[config.mk]
export PLATFORM = sky130hd
export DESIGN_NAME = wifi_rx_deser_fifo_flat
export DESIGN_NICKNAME = d
export VERILOG_FILES = /design/src/rtl/wifi_rx_deser_fifo_if.sv /design/src/rtl/wifi_rx_deser_fifo.sv /design/src/flat_wrapper.sv
export SDC_FILE = /design/constraint.sdc
export NUM_CORES = 1
export LEC_CHECK = 0
export CAP_MARGIN = 20
export CORE_ASPECT_RATIO = 0.7
export CORE_UTILIZATION = 41
export CTS_CLUSTER_DIAMETER = 100
export CTS_CLUSTER_SIZE = 8
export DETAILED_ROUTE_END_ITERATION = 10
export PLACE_DENSITY = 0.56
export REMOVE_ABC_BUFFERS = 1
export SLEW_MARGIN = 0
export SYNTH_ARGS = -nofsm -noshare
export SYNTH_HDL_FRONTEND = slang
export SYNTH_SLANG_ARGS = --single-unit
[constraint.sdc]
create_clock -name clk -period 4.4 [get_ports clk]
set_clock_uncertainty 0.2 [all_clocks]
set_input_delay 1.32 -clock clk [delete_from_list [all_inputs] [get_ports clk]]
set_output_delay 1.32 -clock clk [all_outputs]
set_load 0.01 [all_outputs]
[src/rtl/wifi_rx_deser_fifo_if.sv]
// Bus bundle between the RX decoder / AHB register side and wifi_rx_deser_fifo.
// master drives bits, flush, pops and interrupt control; slave returns the FIFO head and status.
interface wifi_rx_deser_fifo_if #(
    parameter int DATA_WIDTH = 32,
    parameter int DEPTH      = 8
);
    logic                       bit_valid;
    logic                       bit_in;
    logic                       flush;
    logic                       soft_clear;
    logic                       rd_en;
    logic [DATA_WIDTH-1:0]      data_out;
    logic                       valid_out;
    logic [$clog2(DEPTH):0]     level;
    logic                       en_rx_irq;
    logic                       clear_rx_irq;
    logic                       rx_irq;
    logic                       overflow;

    modport master (
        output bit_valid, bit_in, flush, soft_clear, rd_en, en_rx_irq, clear_rx_irq,
        input  data_out, valid_out, level, rx_irq, overflow
    );

    modport slave (
        input  bit_valid, bit_in, flush, soft_clear, rd_en, en_rx_irq, clear_rx_irq,
        output data_out, valid_out, level, rx_irq, overflow
    );
endinterface

[src/rtl/wifi_rx_deser_fifo.sv]
// Bit-serial to word deserializer feeding a FWFT FIFO with sticky threshold interrupt and overflow.
// Optional macro WIFI_RX_DESER_MSB_FIRST_EN: first bit of a word lands in the MSB instead of the LSB.
module wifi_rx_deser_fifo #(
    parameter int DATA_WIDTH = 32,
    parameter int DEPTH      = 8,
    parameter int IRQ_THRESH = 1
) (
    input  logic                 clk,
    input  logic                 reset,
    wifi_rx_deser_fifo_if.slave  bus
);
    localparam int CW = $clog2(DATA_WIDTH);
    localparam int PW = $clog2(DEPTH);
    localparam int LW = PW + 1;

`ifdef WIFI_RX_DESER_MSB_FIRST_EN
    localparam bit MSB_FIRST = 1'b1;
`else
    localparam bit MSB_FIRST = 1'b0;
`endif

    localparam logic [CW-1:0] LAST_BIT = CW'(DATA_WIDTH - 1);
    localparam logic [LW-1:0] FULL_LVL = LW'(DEPTH);
    localparam logic [LW-1:0] THR_LVL  = LW'(IRQ_THRESH);

    logic [DATA_WIDTH-1:0] word_q;
    logic [DATA_WIDTH-1:0] word_next;
    logic [CW-1:0]         bit_cnt;
    logic [CW-1:0]         bit_pos;
    logic                  asm_push;

    logic                  stg_valid;
    logic [DATA_WIDTH-1:0] stg_data;

    logic [DATA_WIDTH-1:0] mem [DEPTH];
    logic [PW-1:0]         wr_ptr;
    logic [PW-1:0]         rd_ptr;
    logic [PW-1:0]         rd_ptr_inc;
    logic [LW-1:0]         level_q;
    logic [LW-1:0]         level_next;
    logic [DATA_WIDTH-1:0] data_q;
    logic                  pop;
    logic                  push_ok;
    logic                  irq_q;
    logic                  irq_set;
    logic                  ovf_q;
    logic                  en_q;

    // Assembly: merge the incoming bit, then decide whether this cycle closes a word.
    always_comb begin
        bit_pos   = MSB_FIRST ? (LAST_BIT - bit_cnt) : bit_cnt;
        word_next = word_q;
        if (bus.bit_valid) begin
            word_next[bit_pos] = bus.bit_in;
        end
        asm_push = (bus.bit_valid && (bit_cnt == LAST_BIT)) ||
                   (bus.flush && ((bit_cnt != '0) || bus.bit_valid));
    end

    // A completed word sits one cycle in the staging register before entering the FIFO.
    always_ff @(posedge clk or negedge reset) begin
        if (!reset) begin
            word_q    <= '0;
            bit_cnt   <= '0;
            stg_valid <= 1'b0;
            stg_data  <= '0;
        end else if (bus.soft_clear) begin
            word_q    <= '0;
            bit_cnt   <= '0;
            stg_valid <= 1'b0;
            stg_data  <= '0;
        end else begin
            stg_valid <= asm_push;
            stg_data  <= word_next;
            if (asm_push) begin
                word_q  <= '0;
                bit_cnt <= '0;
            end else if (bus.bit_valid) begin
                word_q  <= word_next;
                bit_cnt <= bit_cnt + CW'(1);
            end
        end
    end

    always_comb begin
        pop        = bus.rd_en && (level_q != '0);
        push_ok    = stg_valid && ((level_q != FULL_LVL) || pop);
        level_next = level_q + LW'(push_ok) - LW'(pop);
        rd_ptr_inc = rd_ptr + PW'(1);
        // Rising crossing of the threshold, or enable rising while already at/above it.
        irq_set    = bus.en_rx_irq &&
                     (((level_q < THR_LVL) && (level_next >= THR_LVL)) ||
                      (!en_q && (level_q >= THR_LVL)));
    end

    always_ff @(posedge clk) begin
        if (push_ok && !bus.soft_clear) begin
            mem[wr_ptr] <= stg_data;
        end
    end

    always_ff @(posedge clk or negedge reset) begin
        if (!reset) begin
            wr_ptr  <= '0;
            rd_ptr  <= '0;
            level_q <= '0;
            data_q  <= '0;
            irq_q   <= 1'b0;
            ovf_q   <= 1'b0;
            en_q    <= 1'b0;
        end else begin
            en_q <= bus.en_rx_irq;
            if (bus.soft_clear) begin
                wr_ptr  <= '0;
                rd_ptr  <= '0;
                level_q <= '0;
                data_q  <= '0;
                irq_q   <= 1'b0;
                ovf_q   <= 1'b0;
            end else begin
                level_q <= level_next;
                if (push_ok) begin
                    wr_ptr <= wr_ptr + PW'(1);
                end
                if (pop) begin
                    rd_ptr <= rd_ptr_inc;
                end
                if (stg_valid && !push_ok) begin
                    ovf_q <= 1'b1;
                end
                if (irq_set) begin
                    irq_q <= 1'b1;
                end else if (bus.clear_rx_irq) begin
                    irq_q <= 1'b0;
                end
                // Head register: bypass the staged word when it becomes the new head.
                if (pop) begin
                    if (level_q == LW'(1)) begin
                        if (push_ok) begin
                            data_q <= stg_data;
                        end
                    end else begin
                        data_q <= mem[rd_ptr_inc];
                    end
                end else if (push_ok && (level_q == '0)) begin
                    data_q <= stg_data;
                end
            end
        end
    end

    assign bus.data_out  = data_q;
    assign bus.valid_out = (level_q != '0);
    assign bus.level     = level_q;
    assign bus.rx_irq    = irq_q;
    assign bus.overflow  = ovf_q;
endmodule

[src/flat_wrapper.sv]
// flat-port wrapper written by rule: the top's interface ports become plain ports
module wifi_rx_deser_fifo_flat 
#(
    parameter int DATA_WIDTH = 32,
    parameter int DEPTH      = 8,
    parameter int IRQ_THRESH = 1
)
  (clk, reset, bus_bit_valid, bus_bit_in, bus_flush, bus_soft_clear, bus_rd_en, bus_en_rx_irq, bus_clear_rx_irq, bus_data_out, bus_valid_out, bus_level, bus_rx_irq, bus_overflow);
  wifi_rx_deser_fifo_if #(.DATA_WIDTH(DATA_WIDTH), .DEPTH(DEPTH)) bus_i ();
  input  logic clk;
  input  logic reset;
  input wire logic [$bits(bus_i.bit_valid)-1:0] bus_bit_valid;
  input wire logic [$bits(bus_i.bit_in)-1:0] bus_bit_in;
  input wire logic [$bits(bus_i.flush)-1:0] bus_flush;
  input wire logic [$bits(bus_i.soft_clear)-1:0] bus_soft_clear;
  input wire logic [$bits(bus_i.rd_en)-1:0] bus_rd_en;
  input wire logic [$bits(bus_i.en_rx_irq)-1:0] bus_en_rx_irq;
  input wire logic [$bits(bus_i.clear_rx_irq)-1:0] bus_clear_rx_irq;
  output wire logic [$bits(bus_i.data_out)-1:0] bus_data_out;
  output wire logic [$bits(bus_i.valid_out)-1:0] bus_valid_out;
  output wire logic [$bits(bus_i.level)-1:0] bus_level;
  output wire logic [$bits(bus_i.rx_irq)-1:0] bus_rx_irq;
  output wire logic [$bits(bus_i.overflow)-1:0] bus_overflow;
  assign bus_i.bit_valid = bus_bit_valid;
  assign bus_i.bit_in = bus_bit_in;
  assign bus_i.flush = bus_flush;
  assign bus_i.soft_clear = bus_soft_clear;
  assign bus_i.rd_en = bus_rd_en;
  assign bus_i.en_rx_irq = bus_en_rx_irq;
  assign bus_i.clear_rx_irq = bus_clear_rx_irq;
  assign bus_data_out = bus_i.data_out;
  assign bus_valid_out = bus_i.valid_out;
  assign bus_level = bus_i.level;
  assign bus_rx_irq = bus_i.rx_irq;
  assign bus_overflow = bus_i.overflow;
  wifi_rx_deser_fifo #(.DATA_WIDTH(DATA_WIDTH), .DEPTH(DEPTH), .IRQ_THRESH(IRQ_THRESH)) u_core (.clk(clk), .reset(reset), .bus(bus_i));
endmodule
* Yosys cells after proc, flatten, opt, wreduce, memory -nomap -nowiden
Memories as Yosys holds them, arrays and structs flattened. Cells that the tools add are included.
Word-level totals: output and inout port bits 39, bits in writable memories 256, word-level logic and storage cells 83, memories kept 1, bits in registers 115
Operators by class: order comparisons 5, reduce and logical (&&, ||, !) cells 28, eq/ne operators 4, mux-type cells 29, add/sub/neg operators 5
Memories:
- u_core.mem | depth 8, bits a word 32, rd ports 1, clocked after memory_dff 0, write ports 1, RTL line wifi_rx_deser_fifo.sv:35 | logic [DATA_WIDTH-1:0] mem [DEPTH];
Operator list (count):
- $mux 32 | 10
- $bwmux 32 | 1
- $mux 5 | 3
- $mux 3 | 4
- $logic_and 1x1->1 | 11
- $mux 1 | 9
- $reduce_bool 3->1 | 3
- $ge 4x1->1 const B | 2
- $ne 4x4->1 const B | 2
- $add 3x1->3 const B | 2
- $lt 5x6->1 const B | 1
- $reduce_bool 2->1 | 3
- $add 5x1->5 const B | 1
- $demux 1 s5 | 1
- $eq 5x5->1 const B | 1
- $ge 5x1->1 const B | 1
- $reduce_bool 5->1 | 1
- $add 4x1->4 | 1
- $eq 4x1->1 const B | 1
- $logic_not 4->1 | 1
- $logic_or 1x1->1 | 4
- $lt 4x1->1 const B | 1
- $mux 4 | 1
- $reduce_bool 4->1 | 1
- 3 further kinds | 5

* Logic depth before layout (Yosys ltp)
Gate-level depths: netlist (run 1).
depth in word-level cells 12, mapped depth 14

* Worst setup path before layout (run 1)
Ideal clock, no wire load.
kind input-to-reg, start point in bus_rd_en, end point mem u_core.mem[0][0], enable pin, buffers on the path 0, stages 4, path slack -420 ps, required time 3739 ps, arrival 4159 ps, setup time 461 ps, path through and2b_1 > o21ai_2 > or3_1 > nor3_1
On the way: word-level cells in the longest chain between the ends 6
RTL lines:
- start, declared | RTL line flat_wrapper.sv:16 | input wire logic [$bits(bus_i.rd_en)-1:0] bus_rd_en;
- $logic_and 1x1->1 | RTL line wifi_rx_deser_fifo.sv:86 | pop = bus.rd_en && (level_q != '0);
- $logic_or 1x1->1 | RTL line wifi_rx_deser_fifo.sv:87 | push_ok = stg_valid && ((level_q != FULL_LVL) || pop);
- $logic_and 1x1->1 | RTL line wifi_rx_deser_fifo.sv:87
- $logic_and 1x1->1 | RTL line wifi_rx_deser_fifo.sv:97 | if (push_ok && !bus.soft_clear) begin
- $mux 1 | RTL line wifi_rx_deser_fifo.sv:97
- $mux 1 (not written as such) | RTL line wifi_rx_deser_fifo.sv:98 | mem[wr_ptr] <= stg_data;
- end, declared | RTL line wifi_rx_deser_fifo.sv:35
No other way between the ends.

* Worst setup path after layout (run 1)
start point reg u_core.level_q[2], in the netlist u_core.bus.level[2], end point out bus_valid_out
On the way: word-level cells in the longest chain between the ends 1
RTL lines:
- start, declared | RTL line wifi_rx_deser_fifo.sv:39 | logic [LW-1:0] level_q;
- start signal, assigned | RTL line wifi_rx_deser_fifo.sv:121 | level_q <= level_next;
- $reduce_bool 4->1 | RTL line wifi_rx_deser_fifo.sv:153 | assign bus.valid_out = (level_q != '0);
- end, declared | RTL line flat_wrapper.sv:20 | output wire logic [$bits(bus_i.valid_out)-1:0] bus_valid_out;
No other way between the ends.

==> results of run 1 <==
cell usage in the layout, fill, tap and decap left out, types with 4 or more instances in the layout:
| cell type | synthesis | layout |
|---|---|---|
| sky130_fd_sc_hd__o21ai_0 | 32 | 32 |
| sky130_fd_sc_hd__edfxtp_1 | 256 | 256 |
| sky130_fd_sc_hd__nor2_1 | 17 | 11 |
| sky130_fd_sc_hd__mux4_2 | 64 | 64 |
| sky130_fd_sc_hd__clkbuf_16 | 0 | 53 |
| sky130_fd_sc_hd__and3b_1 | 4 | 4 |
| sky130_fd_sc_hd__dfrtp_1 | 115 | 114 |
| sky130_fd_sc_hd__and2_1 | 36 | 36 |
| sky130_fd_sc_hd__ha_1 | 13 | 12 |
| sky130_fd_sc_hd__a21oi_1 | 35 | 35 |
| sky130_fd_sc_hd__nor3_1 | 8 | 6 |
| sky130_fd_sc_hd__buf_12 | 0 | 11 |
| sky130_fd_sc_hd__or3b_2 | 4 | 4 |
| sky130_fd_sc_hd__nand3_1 | 37 | 37 |
| sky130_fd_sc_hd__nor2_4 | 0 | 6 |
| sky130_fd_sc_hd__a32oi_1 | 32 | 32 |
| sky130_fd_sc_hd__clkdlybuf4s50_1 | 0 | 45 |
| sky130_fd_sc_hd__buf_4 | 3 | 19 |
| sky130_fd_sc_hd__and3_1 | 4 | 4 |
| sky130_fd_sc_hd__clkbuf_1 | 30 | 38 |
| sky130_fd_sc_hd__nand2_1 | 41 | 41 |
| sky130_fd_sc_hd__xor2_1 | 6 | 6 |
| sky130_fd_sc_hd__nand3b_1 | 4 | 4 |
| sky130_fd_sc_hd__nor3b_1 | 4 | 4 |
| sky130_fd_sc_hd__inv_1 | 14 | 14 |
| sky130_fd_sc_hd__a22oi_1 | 32 | 32 |
registers in the layout, indices dropped and copies added, names as in the netlist, 3 cells and up:
name / cells
u_core.word_q: 32
u_core.rd_ptr: 3
u_core.bus.level: 4
u_core.wr_ptr: 3
u_core.bus.data_out: 32
u_core.bit_cnt: 5
u_core.stg_data: 32
u_core.mem: 256
worst min path at each step:
stage / end / cells after the start / from
6_report: u_core.bus.overflow / 2 / u_core.bus.overflow
5_1_grt: u_core.bus.data_out[25] / 2 / u_core.bus.data_out[25]
4_1_cts: u_core.bus.data_out[10] / 2 / u_core.bus.data_out[10]
3_5_place_dp: u_core.bus.overflow / 2 / u_core.bus.overflow
3_3_place_gp: u_core.bus.overflow / 2 / u_core.bus.overflow
2_1_floorplan: u_core.rd_ptr[1] / 2 / u_core.rd_ptr[1]
layer usage:
metal  up-vias  track usage, %  wire [um]
met5         -               0          0
met4         0            4.64        566
met3        51            3.21       1850
met2       214            26.1      13900
met1      4066            30.9      16300
li1       3472               -          -
per-stage QoR:
step	utilization [%]	hold slack (ns)	cells
2_1_floorplan	-	0.300	790
3_3_place_gp	45.3	0.295	1338
3_5_place_dp	45.3	0.292	1338
4_1_cts	49.7	0.315	1432
5_1_grt	49.7	0.340	1432
6_report	49.7	0.310	1432
cell type report:
cell class	count	area share, %
flip-flops and latches	371	61.3
multi-input cells	405	21.5
clock buffers	91	8.51
repair buffers	76	4.74
well taps	472	3.42
inverters	14	0.305
clock inverters	3	0.276
kinds of logic (layout without fill, tap and decap cells):
family,count (synthesis),after routing
AO/OA/AOI/OAI,142,142
XOR/XNOR,9,9
adder cells (fa/ha/maj),14,14
buffers and inverters,67,184
flip-flops,371,371
multiplexers,67,67
AND/OR/NAND/NOR,173,173
worst reg2reg max path, delay by kind of cell, from the launching register on:
kind	cells	cell delay [ns]
AND/OR/NAND/NOR	3	0.77
XOR/XNOR	1	0.22
flip-flops	1	0.37
buffers and inverters	3	0.21
AO/OA/AOI/OAI	2	0.42
adder cells (fa/ha/maj)	4	1.05
power groups by stage:
stage,combinational (mW),sequential [mW],clock (mW)
4_1_cts,1.93,3.93,3.78
2_1_floorplan,1.15,4.12,0
3_3_place_gp,1.92,3.99,0
5_1_grt,2.06,3.94,3.93
6_report,1.90,3.93,3.70
3_5_place_dp,1.92,4.00,0
==> summary.txt, run 1 <==
STA
  – Crit path setup slack, layout: 0.618 ns
  – Worst-case headroom to the max-slew limit: 33.4%
  – Setup repair after global routing missed its margin: false
  – Tcrit/Tclk final: 85.9%
  – Fin Setup TNS: 0 ns
  – Total of endpoints with negative setup slack in the final report: 0
  – Final Critical Period: 3.78 ns
  – Total count of hold-check failures in the final report: 0
  – FMAX: 0.264 GHz
  – Max-slew violations: 0
  – Actual transition at the worst max-transition pin: 0.998 ns

Detailed routing
  – Final routed DRC violation total: 0
  – Number of design-rule violations left by the first detailed-router iteration: 752
  – Post-route ant nets: 0
  – Vias: 7803
  – Vias per cell: 5.45
  – Post-Route WL: 32600 um
  – WL per Instance: 22.8 um
  – Drt pass-1 iters: 4

Global routing
  – Pin count of the biggest net entering global routing: 92
  – Final global-route overflow total: 0
  – Vias in the first global route: 8019
  – Antenna violations before repair: 0
  – Global-route wire length before repair: 51100 um
  – All-layer global routing usage: 18.9%

Final layout
  – Syn-to-layout area delta: 19.0%
  – Antenna fix cells: 0
  – Sequential Area: 10600 um2
  – Combined area of the multi-input logic cells: 3710 um2
  – # nets final: 943
  – Finished Cell Area: 17300 um2
  – Layout filler cell count: 2910
  – Share of cells above drive strength 1: 18.0%

Pwr
  – Internal: 7.02 mW
  – Switching power total: 2.50 mW
  – Maximum vdd drop: 0.376 mV
  – Part of the total power dissipated in sequential elements: 41.2%
  – Sum of internal, switching and leakage power: 9.53 mW
  – Static Leakage: 6.28 nW
  – Clock Power Share: 38.8%
  – Cell Pwr Density: 552 nW/um2
  – Switching share of total power: 26.3%
  – Combinational cell fraction of total power: 19.9%

Placed design
  – Placed Instance Area: 15700 um2
  – Worst setup timing slack at the placement stage: 0.310 ns
  – Input/output buffers: 47
  – DP HPWL: 19400 um
  – Routability congestion estimate: 0.774

Floorplan
  – Die extent in x: 227 um
  – Starting utilization of the core area: 41.7%
  – Cell row count: 57
  – Area enclosed by the die boundary: 36100 um2
  – I/O Pins: 48
  – Die Y-Extent: 159 um
  – Placeable Area: 34700 um2

Synth
  – Biggest area contributors in the synthesized netlist: sky130_fd_sc_hd__edfxtp_1 53%, sky130_fd_sc_hd__dfrtp_1 20%, sky130_fd_sc_hd__mux4_2 9.9%
  – Post-synth EDFFs: 256
  – Share of flip-flops with an asynchronous set or reset after synthesis: 31.0%
  – Sequential cell area fraction in the yosys report: 72.9%
  – Most common library cells after synthesis: 256 x sky130_fd_sc_hd__edfxtp_1, 115 x sky130_fd_sc_hd__dfrtp_1, 64 x sky130_fd_sc_hd__mux4_2
  – Syn_area_per_cell: 17.2 um2
  – Post-Synth XOR/XNOR Area: 0.544%
  – Number of library cell types mapped by synthesis: 49
  – Most instantiated flip-flop cell in the synthesis netlist: sky130_fd_sc_hd__edfxtp_1
  – Warnings from Yosys: 0
  – Netlist Area Pre-Place: 14500 um2
  – Area share of the largest cell type after synthesis: 53.0%
  – Simple logic cell fraction of the synthesized area: 6.34%
  – Top-count cell post-synth: sky130_fd_sc_hd__edfxtp_1
  – Multiplexer area fraction after synthesis: 10.1%
  – Compound-cell area share of the yosys netlist: 6.68%
  – Post-synthesis sequential element count: 371
  – Adder and majority cell fraction of the synthesized area: 1.26%
  – Post-synthesis cell type with the largest combined area: sky130_fd_sc_hd__edfxtp_1
  – Largest family of logic cells by synthesized area: multiplexers
  – Post-Syn Instances: 843

Worst hold path
  – Hold WC Path Type: register to register

Critical path
  – Crit Path Class: register to primary output
  – Count of cell instances traversed by the critical path: 4
  – Max Fanout on Critical Path: 7
  – Slowest library cell on the worst path: sky130_fd_sc_hd__clkdlybuf4s50_1
  – Category of the worst setup path launch point: register
  – Worst path cell trace: inv_1 -> ha_1 -> or3b_1 -> clkdlybuf4s50_1
  – Worst setup path endpoint: bus_valid_out
  – Crit. End Element: primary output
  – WP data arrival: 2.26 ns
  – R2R setup slack: 1.03 ns
  – CP Data Required Time: 2.88 ns
  – Largest delay contributor family on the critical path: buffers and inverters
  – Buffers & Inverters on Critical Path: 2
  – Worst r2r path cells: 13
  – Slowest Stage Delay on Critical Path: 0.53 ns
  – Crit Reg-Reg Startpoint: u_core.bus.level[2]
  – Worst reg2reg path endpoint: u_core.bus.rx_irq
  – Launching instance or port of the critical path: u_core.bus.level[2]

Run status
  – Status: complete, no violations

Run
  – Number of violations of the max-capacitance limit: 0

Clocking
  – Number of buffers inserted during clock tree synthesis: 52
  – CTS Hold Buffers Added: 0
  – CTS root buffer: sky130_fd_sc_hd__clkbuf_16
  – Sinks on Clock Net: 371
  – TritonCTS clock tree: built
  – Buffer count from post-CTS setup fixing: 0
  – Clock Tree Buf Depth: 3
  – # H-tree levels: 2
  – Clock transition time at the flip-flop clock pins of the worst setup and hold paths: 0.05 ns
  – Post-CTS Resized: 0
  – Insertion delay of the later-clocked pin in the worst-skew pair: 0.58 ns
(Power assumes the default switching activity.)
==> run 2: changes to the inputs <==
- GPL_TIMING_DRIVEN: default -> 0
==> summary.txt, run 2 (synthesized netlist as in run 1, its figures left out) <==
Placed design
  – Placed Cells: 1329
  – Input/output buffers: 47
  – DP HPWL: 18700 um
  – Placed Instance Area: 15800 um2
  – Routability congestion estimate: 0.751

Critical path
  – Slowest library cell on the worst path: sky130_fd_sc_hd__nor3_2
  – Top cell by count, worst path: sky130_fd_sc_hd__buf_6
  – Category of the worst setup path launch point: primary input
  – CP Data Required Time: 4.45 ns
  – Max Fanout on Critical Path: 11
  – Largest delay contributor family on the critical path: simple AND/OR/NAND/NOR gates
  – Crit. End Element: register
  – Buffers & Inverters on Critical Path: 3
  – WP data arrival: 3.94 ns
  – Crit Path Class: primary input to register
  – Worst path cell trace: clkdlybuf4s50_1 -> and2b_1 -> o21ai_2 -> nand3b_1 -> nor3_2 -> buf_6 -> buf_6
  – Slowest Stage Delay on Critical Path: 0.79 ns

Floorplan
  – Die Y-Extent: 159 um
  – I/O Pins: 48
  – Placeable Area: 34700 um2
  – Die extent in x: 227 um
  – Starting utilization of the core area: 41.7%
  – Area enclosed by the die boundary: 36100 um2
  – Cell row count: 57

Detailed routing
  – Post-route ant nets: 0
  – Number of design-rule violations left by the first detailed-router iteration: 515
  – WL per Instance: 21.6 um
  – Drt pass-1 iters: 4
  – Post-Route WL: 30800 um
  – Vias per cell: 5.40
  – Vias: 7695
  – Final routed DRC violation total: 0

STA
  – Actual transition at the worst max-transition pin: 1.12 ns
  – Fin Setup TNS: 0 ns
  – Total count of hold-check failures in the final report: 0
  – FMAX: 0.258 GHz
  – Tcrit/Tclk final: 88.2%
  – Max-slew violations: 0
  – Worst-case headroom to the max-slew limit: 24.8%
  – Total of endpoints with negative setup slack in the final report: 0
  – Setup repair after global routing missed its margin: false
  – Final Critical Period: 3.88 ns

Final layout
  – Syn-to-layout area delta: 19.2%
  – Finished Cell Area: 17300 um2
  – Filler-free cell count of the finished design: 1426
  – Commonest non-fill, non-tap cell in the layout: sky130_fd_sc_hd__edfxtp_1
  – Sequential Area: 10600 um2
  – Top library cells by usage in the layout, fill and taps aside: 256 x sky130_fd_sc_hd__edfxtp_1, 114 x sky130_fd_sc_hd__dfrtp_1, 64 x sky130_fd_sc_hd__mux4_2
  – Antenna fix cells: 0
  – Final core utilization: 49.8%
  – Combined area of the multi-input logic cells: 3710 um2
  – # nets final: 934
  – Register name with the most flops: u_core.mem
  – Share of cells above drive strength 1: 17.4%
  – Flip-flop count of the largest register after layout: 256
  – Layout filler cell count: 2920

Pwr
  – Cell Pwr Density: 547 nW/um2
  – Maximum vdd drop: 0.352 mV
  – Part of the total power dissipated in sequential elements: 42.3%
  – Clock Power Share: 38.7%
  – Combinational cell fraction of total power: 19.0%
  – Sum of internal, switching and leakage power: 9.46 mW
  – Internal: 7.04 mW
  – Static Leakage: 6.27 nW
  – Switching power total: 2.42 mW
  – Switching share of total power: 25.6%

Clocking
  – TritonCTS clock tree: built
  – # H-tree levels: 2
  – Number of buffers inserted during clock tree synthesis: 52
  – Post-CTS Resized: 0
  – Sinks on Clock Net: 371
  – Clock transition time at the flip-flop clock pins of the worst setup and hold paths: 0.05 ns
  – Buffer count from post-CTS setup fixing: 0
  – CTS root buffer: sky130_fd_sc_hd__clkbuf_16
  – CTS Hold Buffers Added: 0
  – Insertion delay of the later-clocked pin in the worst-skew pair: 0.56 ns
  – Clock Tree Buf Depth: 3

Global routing
  – Vias in the first global route: 8028
  – Pin count of the biggest net entering global routing: 74
  – All-layer global routing usage: 17.7%
  – Final global-route overflow total: 0
  – Global-route wire length before repair: 48400 um
  – Antenna violations before repair: 1

Run status
  – Status: complete, no violations

Run
  – Number of violations of the max-capacitance limit: 0

Worst hold path
  – Hold WC Path Type: register to register
run 2: per-stage QoR:
stage | setup WS, ns | hold WS (ns)
after floorplan | -0.782 | 0.300
after global placement | -4.57 | 0.290
after detailed placement | -0.121 | 0.298
after CTS | 0.467 | 0.312
after global routing | 0.340 | 0.347
final | 0.517 | 0.310
run 2: area by class of cell:
| cell class | instances | area share [%] |
|---|---|---|
| timing repair buffer | 67 | 4.95 |
| clock buffer | 94 | 8.57 |
| inverter | 14 | 0.304 |
| sequential | 371 | 61.2 |
| multi-input combinational | 405 | 21.5 |
| tap | 472 | 3.42 |
| clock inverter | 3 | 0.145 |
run 2: power by group through the flow:
stage / clock, mW / combinational, mW / sequential, mW
6_report: 3.66 / 1.79 / 4.00
5_1_grt: 3.90 / 1.95 / 4.03
4_1_cts: 3.76 / 1.82 / 4.01
3_5_place_dp: 0 / 1.81 / 4.07
3_3_place_gp: 0 / 1.82 / 4.15
2_1_floorplan: 0 / 1.15 / 4.12
run 2: final timing paths:
path | start | slack [ns] | to | cells after the start
max in group asynchronous | reset | 2.72 | u_core.word_q[20] | 2
max reg2reg | u_core.bus.level[2] | 1.03 | u_core.bus.rx_irq | 13
min reg2reg | u_core.bus.data_out[25] | 0.31 | u_core.bus.data_out[25] | 2
max | bus_rd_en | 0.52 | u_core.mem[1][5] | 7
min | u_core.bus.data_out[25] | 0.31 | u_core.bus.data_out[25] | 2
min in group asynchronous | reset | 0.52 | u_core.bus.data_out[4] | 1
run 2: metal layers:
layer / vias up / global-route usage, % / wire length, um
li1: 3459 / - / -
met1: 4026 / 27.7 / 15400
met2: 160 / 25.2 / 13500
met3: 50 / 3.41 / 1330
met4: 0 / 4.85 / 559
met5: - / 0 / 0
run 2: worst reg2reg max path, delay by kind of cell, from the launching register on:
kind	cells	cell delay, ns
adder cells (fa/ha/maj)	4	1.06
AO/OA/AOI/OAI	2	0.43
XOR/XNOR	1	0.20
AND/OR/NAND/NOR	3	0.76
flip-flops	1	0.37
buffers and inverters	3	0.22
==> run 3: changes to the inputs <==
- CTS_CLUSTER_SIZE: 8 -> default
==> summary.txt, run 3 (synthesized netlist as in run 1, its figures left out) <==
Run status
  – Status: complete, no violations

Detailed routing
  – Final routed DRC violation total: 0
  – Drt pass-1 iters: 4
  – Vias: 7548
  – Number of design-rule violations left by the first detailed-router iteration: 554
  – Vias per cell: 5.41
  – WL per Instance: 21.7 um
  – Post-Route WL: 30200 um
  – Post-route ant nets: 0

Final layout
  – Syn-to-layout area delta: 17.2%
  – Top library cells by usage in the layout, fill and taps aside: 256 x sky130_fd_sc_hd__edfxtp_1, 114 x sky130_fd_sc_hd__dfrtp_1, 64 x sky130_fd_sc_hd__mux4_2
  – # nets final: 918
  – Finished Cell Area: 17000 um2
  – Antenna fix cells: 0
  – Flip-flop count of the largest register after layout: 256
  – Register name with the most flops: u_core.mem
  – Commonest non-fill, non-tap cell in the layout: sky130_fd_sc_hd__edfxtp_1
  – Share of cells above drive strength 1: 18.1%

Floorplan
  – Cell row count: 57
  – I/O Pins: 48
  – Placeable Area: 34700 um2
  – Area enclosed by the die boundary: 36100 um2
  – Starting utilization of the core area: 41.7%
  – Die Y-Extent: 159 um
  – Die extent in x: 227 um

Global routing
  – Pin count of the biggest net entering global routing: 74
  – All-layer global routing usage: 17.5%
  – Vias in the first global route: 7825
  – Global-route wire length before repair: 47700 um
  – Antenna violations before repair: 1
  – Final global-route overflow total: 0

Pwr
  – Switching power total: 2.30 mW
  – Cell Pwr Density: 527 nW/um2
  – Internal: 6.66 mW
  – Clock Power Share: 35.4%
  – Switching share of total power: 25.7%
  – Part of the total power dissipated in sequential elements: 44.6%
  – Sum of internal, switching and leakage power: 8.96 mW
  – Maximum vdd drop: 0.296 mV
  – Combinational cell fraction of total power: 20.0%
  – Static Leakage: 6.15 nW

Clocking
  – Sinks on Clock Net: 371
  – Clock Tree Buf Depth: 3
  – Number of buffers inserted during clock tree synthesis: 36
  – Post-CTS Resized: 0
  – Clock transition time at the flip-flop clock pins of the worst setup and hold paths: 0.06 ns
  – Buffer count from post-CTS setup fixing: 0
  – CTS root buffer: sky130_fd_sc_hd__clkbuf_16
  – TritonCTS clock tree: built
  – Insertion delay of the later-clocked pin in the worst-skew pair: 0.53 ns
  – # H-tree levels: 2
  – CTS Hold Buffers Added: 0

Critical path
  – Category of the worst setup path launch point: primary input
  – CP Data Required Time: 4.42 ns
  – Largest delay contributor family on the critical path: simple AND/OR/NAND/NOR gates
  – Slowest library cell on the worst path: sky130_fd_sc_hd__nor3_2
  – Worst path cell trace: clkdlybuf4s50_1 -> and2b_1 -> o21ai_2 -> or3_1 -> nor3_2 -> buf_8 -> buf_6
  – WP data arrival: 3.93 ns
  – Worst reg2reg path endpoint: u_core.bus.rx_irq
  – Worst r2r path cells: 13
  – Buffers & Inverters on Critical Path: 3
  – Crit Reg-Reg Startpoint: u_core.bus.level[2]
  – Slowest Stage Delay on Critical Path: 0.68 ns
  – R2R setup slack: 1.03 ns
  – Max Fanout on Critical Path: 11
  – Crit. End Element: register
  – Crit Path Class: primary input to register

STA
  – Total count of hold-check failures in the final report: 0
  – FMAX: 0.256 GHz
  – Total of endpoints with negative setup slack in the final report: 0
  – Actual transition at the worst max-transition pin: 1.09 ns
  – Setup repair after global routing missed its margin: false
  – Hold Worst Slack: 0.314 ns
  – Tcrit/Tclk final: 88.8%
  – Crit path setup slack, layout: 0.493 ns
  – Fin Setup TNS: 0 ns
  – Final Critical Period: 3.91 ns
  – Worst-case headroom to the max-slew limit: 27.3%
  – Max-slew violations: 0

Placed design
  – Input/output buffers: 47
  – DP HPWL: 18700 um
  – Routability congestion estimate: 0.751
  – Placed Instance Area: 15800 um2
  – Worst setup timing slack at the placement stage: -0.121 ns

Worst hold path
  – Cell count of the worst hold path: 2
  – Hold endpoint: u_core.bus.overflow
  – Start point of the worst hold path: u_core.bus.overflow
  – Hold WC Path Type: register to register

Run
  – Number of violations of the max-capacitance limit: 0
-- run 3: power groups by stage --
| stage | clock network (mW) | logic [mW] | registers (mW) |
|---|---|---|---|
| final | 3.17 | 1.79 | 3.99 |
| after floorplan | 0 | 1.15 | 4.12 |
| after detailed placement | 0 | 1.81 | 4.07 |
| after CTS | 3.26 | 1.82 | 4.00 |
| after global routing | 3.39 | 1.95 | 4.02 |
| after global placement | 0 | 1.82 | 4.15 |
-- run 3: cell type report --
cell class / instances / area [um2]
Fill cell: 2943 / 17700
Inverter: 14 / 52.6
Tap cell: 472 / 591
Clock buffer: 44 / 962
Clock inverter: 22 / 249
Multi-Input combinational cell: 405 / 3710
Timing Repair Buffer: 67 / 856
Sequential cell: 371 / 10600
-- run 3: how the worst max path moves through the flow --
stage,start,slack [ns],cells after the start,to
floorplan,u_core.rd_ptr[0],-0.78,4,u_core.bus.data_out[0]
global placement,bus_soft_clear,-4.57,3,u_core.mem[0][22]
detailed placement,bus_rd_en,-0.12,7,u_core.mem[0][22]
CTS,bus_rd_en,0.42,7,u_core.mem[1][5]
global route,bus_rd_en,0.31,7,u_core.mem[0][22]
finish,bus_rd_en,0.49,7,u_core.mem[0][22]
-- run 3: through the flow --
step | utilization [%] | std cells
global placement | 44.1 | 1309
finish | 48.9 | 1395
CTS | 48.9 | 1395
global route | 48.9 | 1395
floorplan | - | 790
detailed placement | 45.4 | 1329
-- run 3: layer usage --
layer  GRT usage (%)  vias to the layer above  share of wire [%]
li1                -                     3416                  -
met1            27.8                     3940                 51
met2            25.0                      152                 44
met3            2.88                       40                4.3
met4            4.18                        0                1.5
met5               0                        -                  0
-- run 3: tightest hold or removal path: stages (launching register included) --
cell                      delay (ns)
sky130_fd_sc_hd__dfrtp_1        0.35
sky130_fd_sc_hd__nor2_1         0.05
sky130_fd_sc_hd__nor2_1         0.08
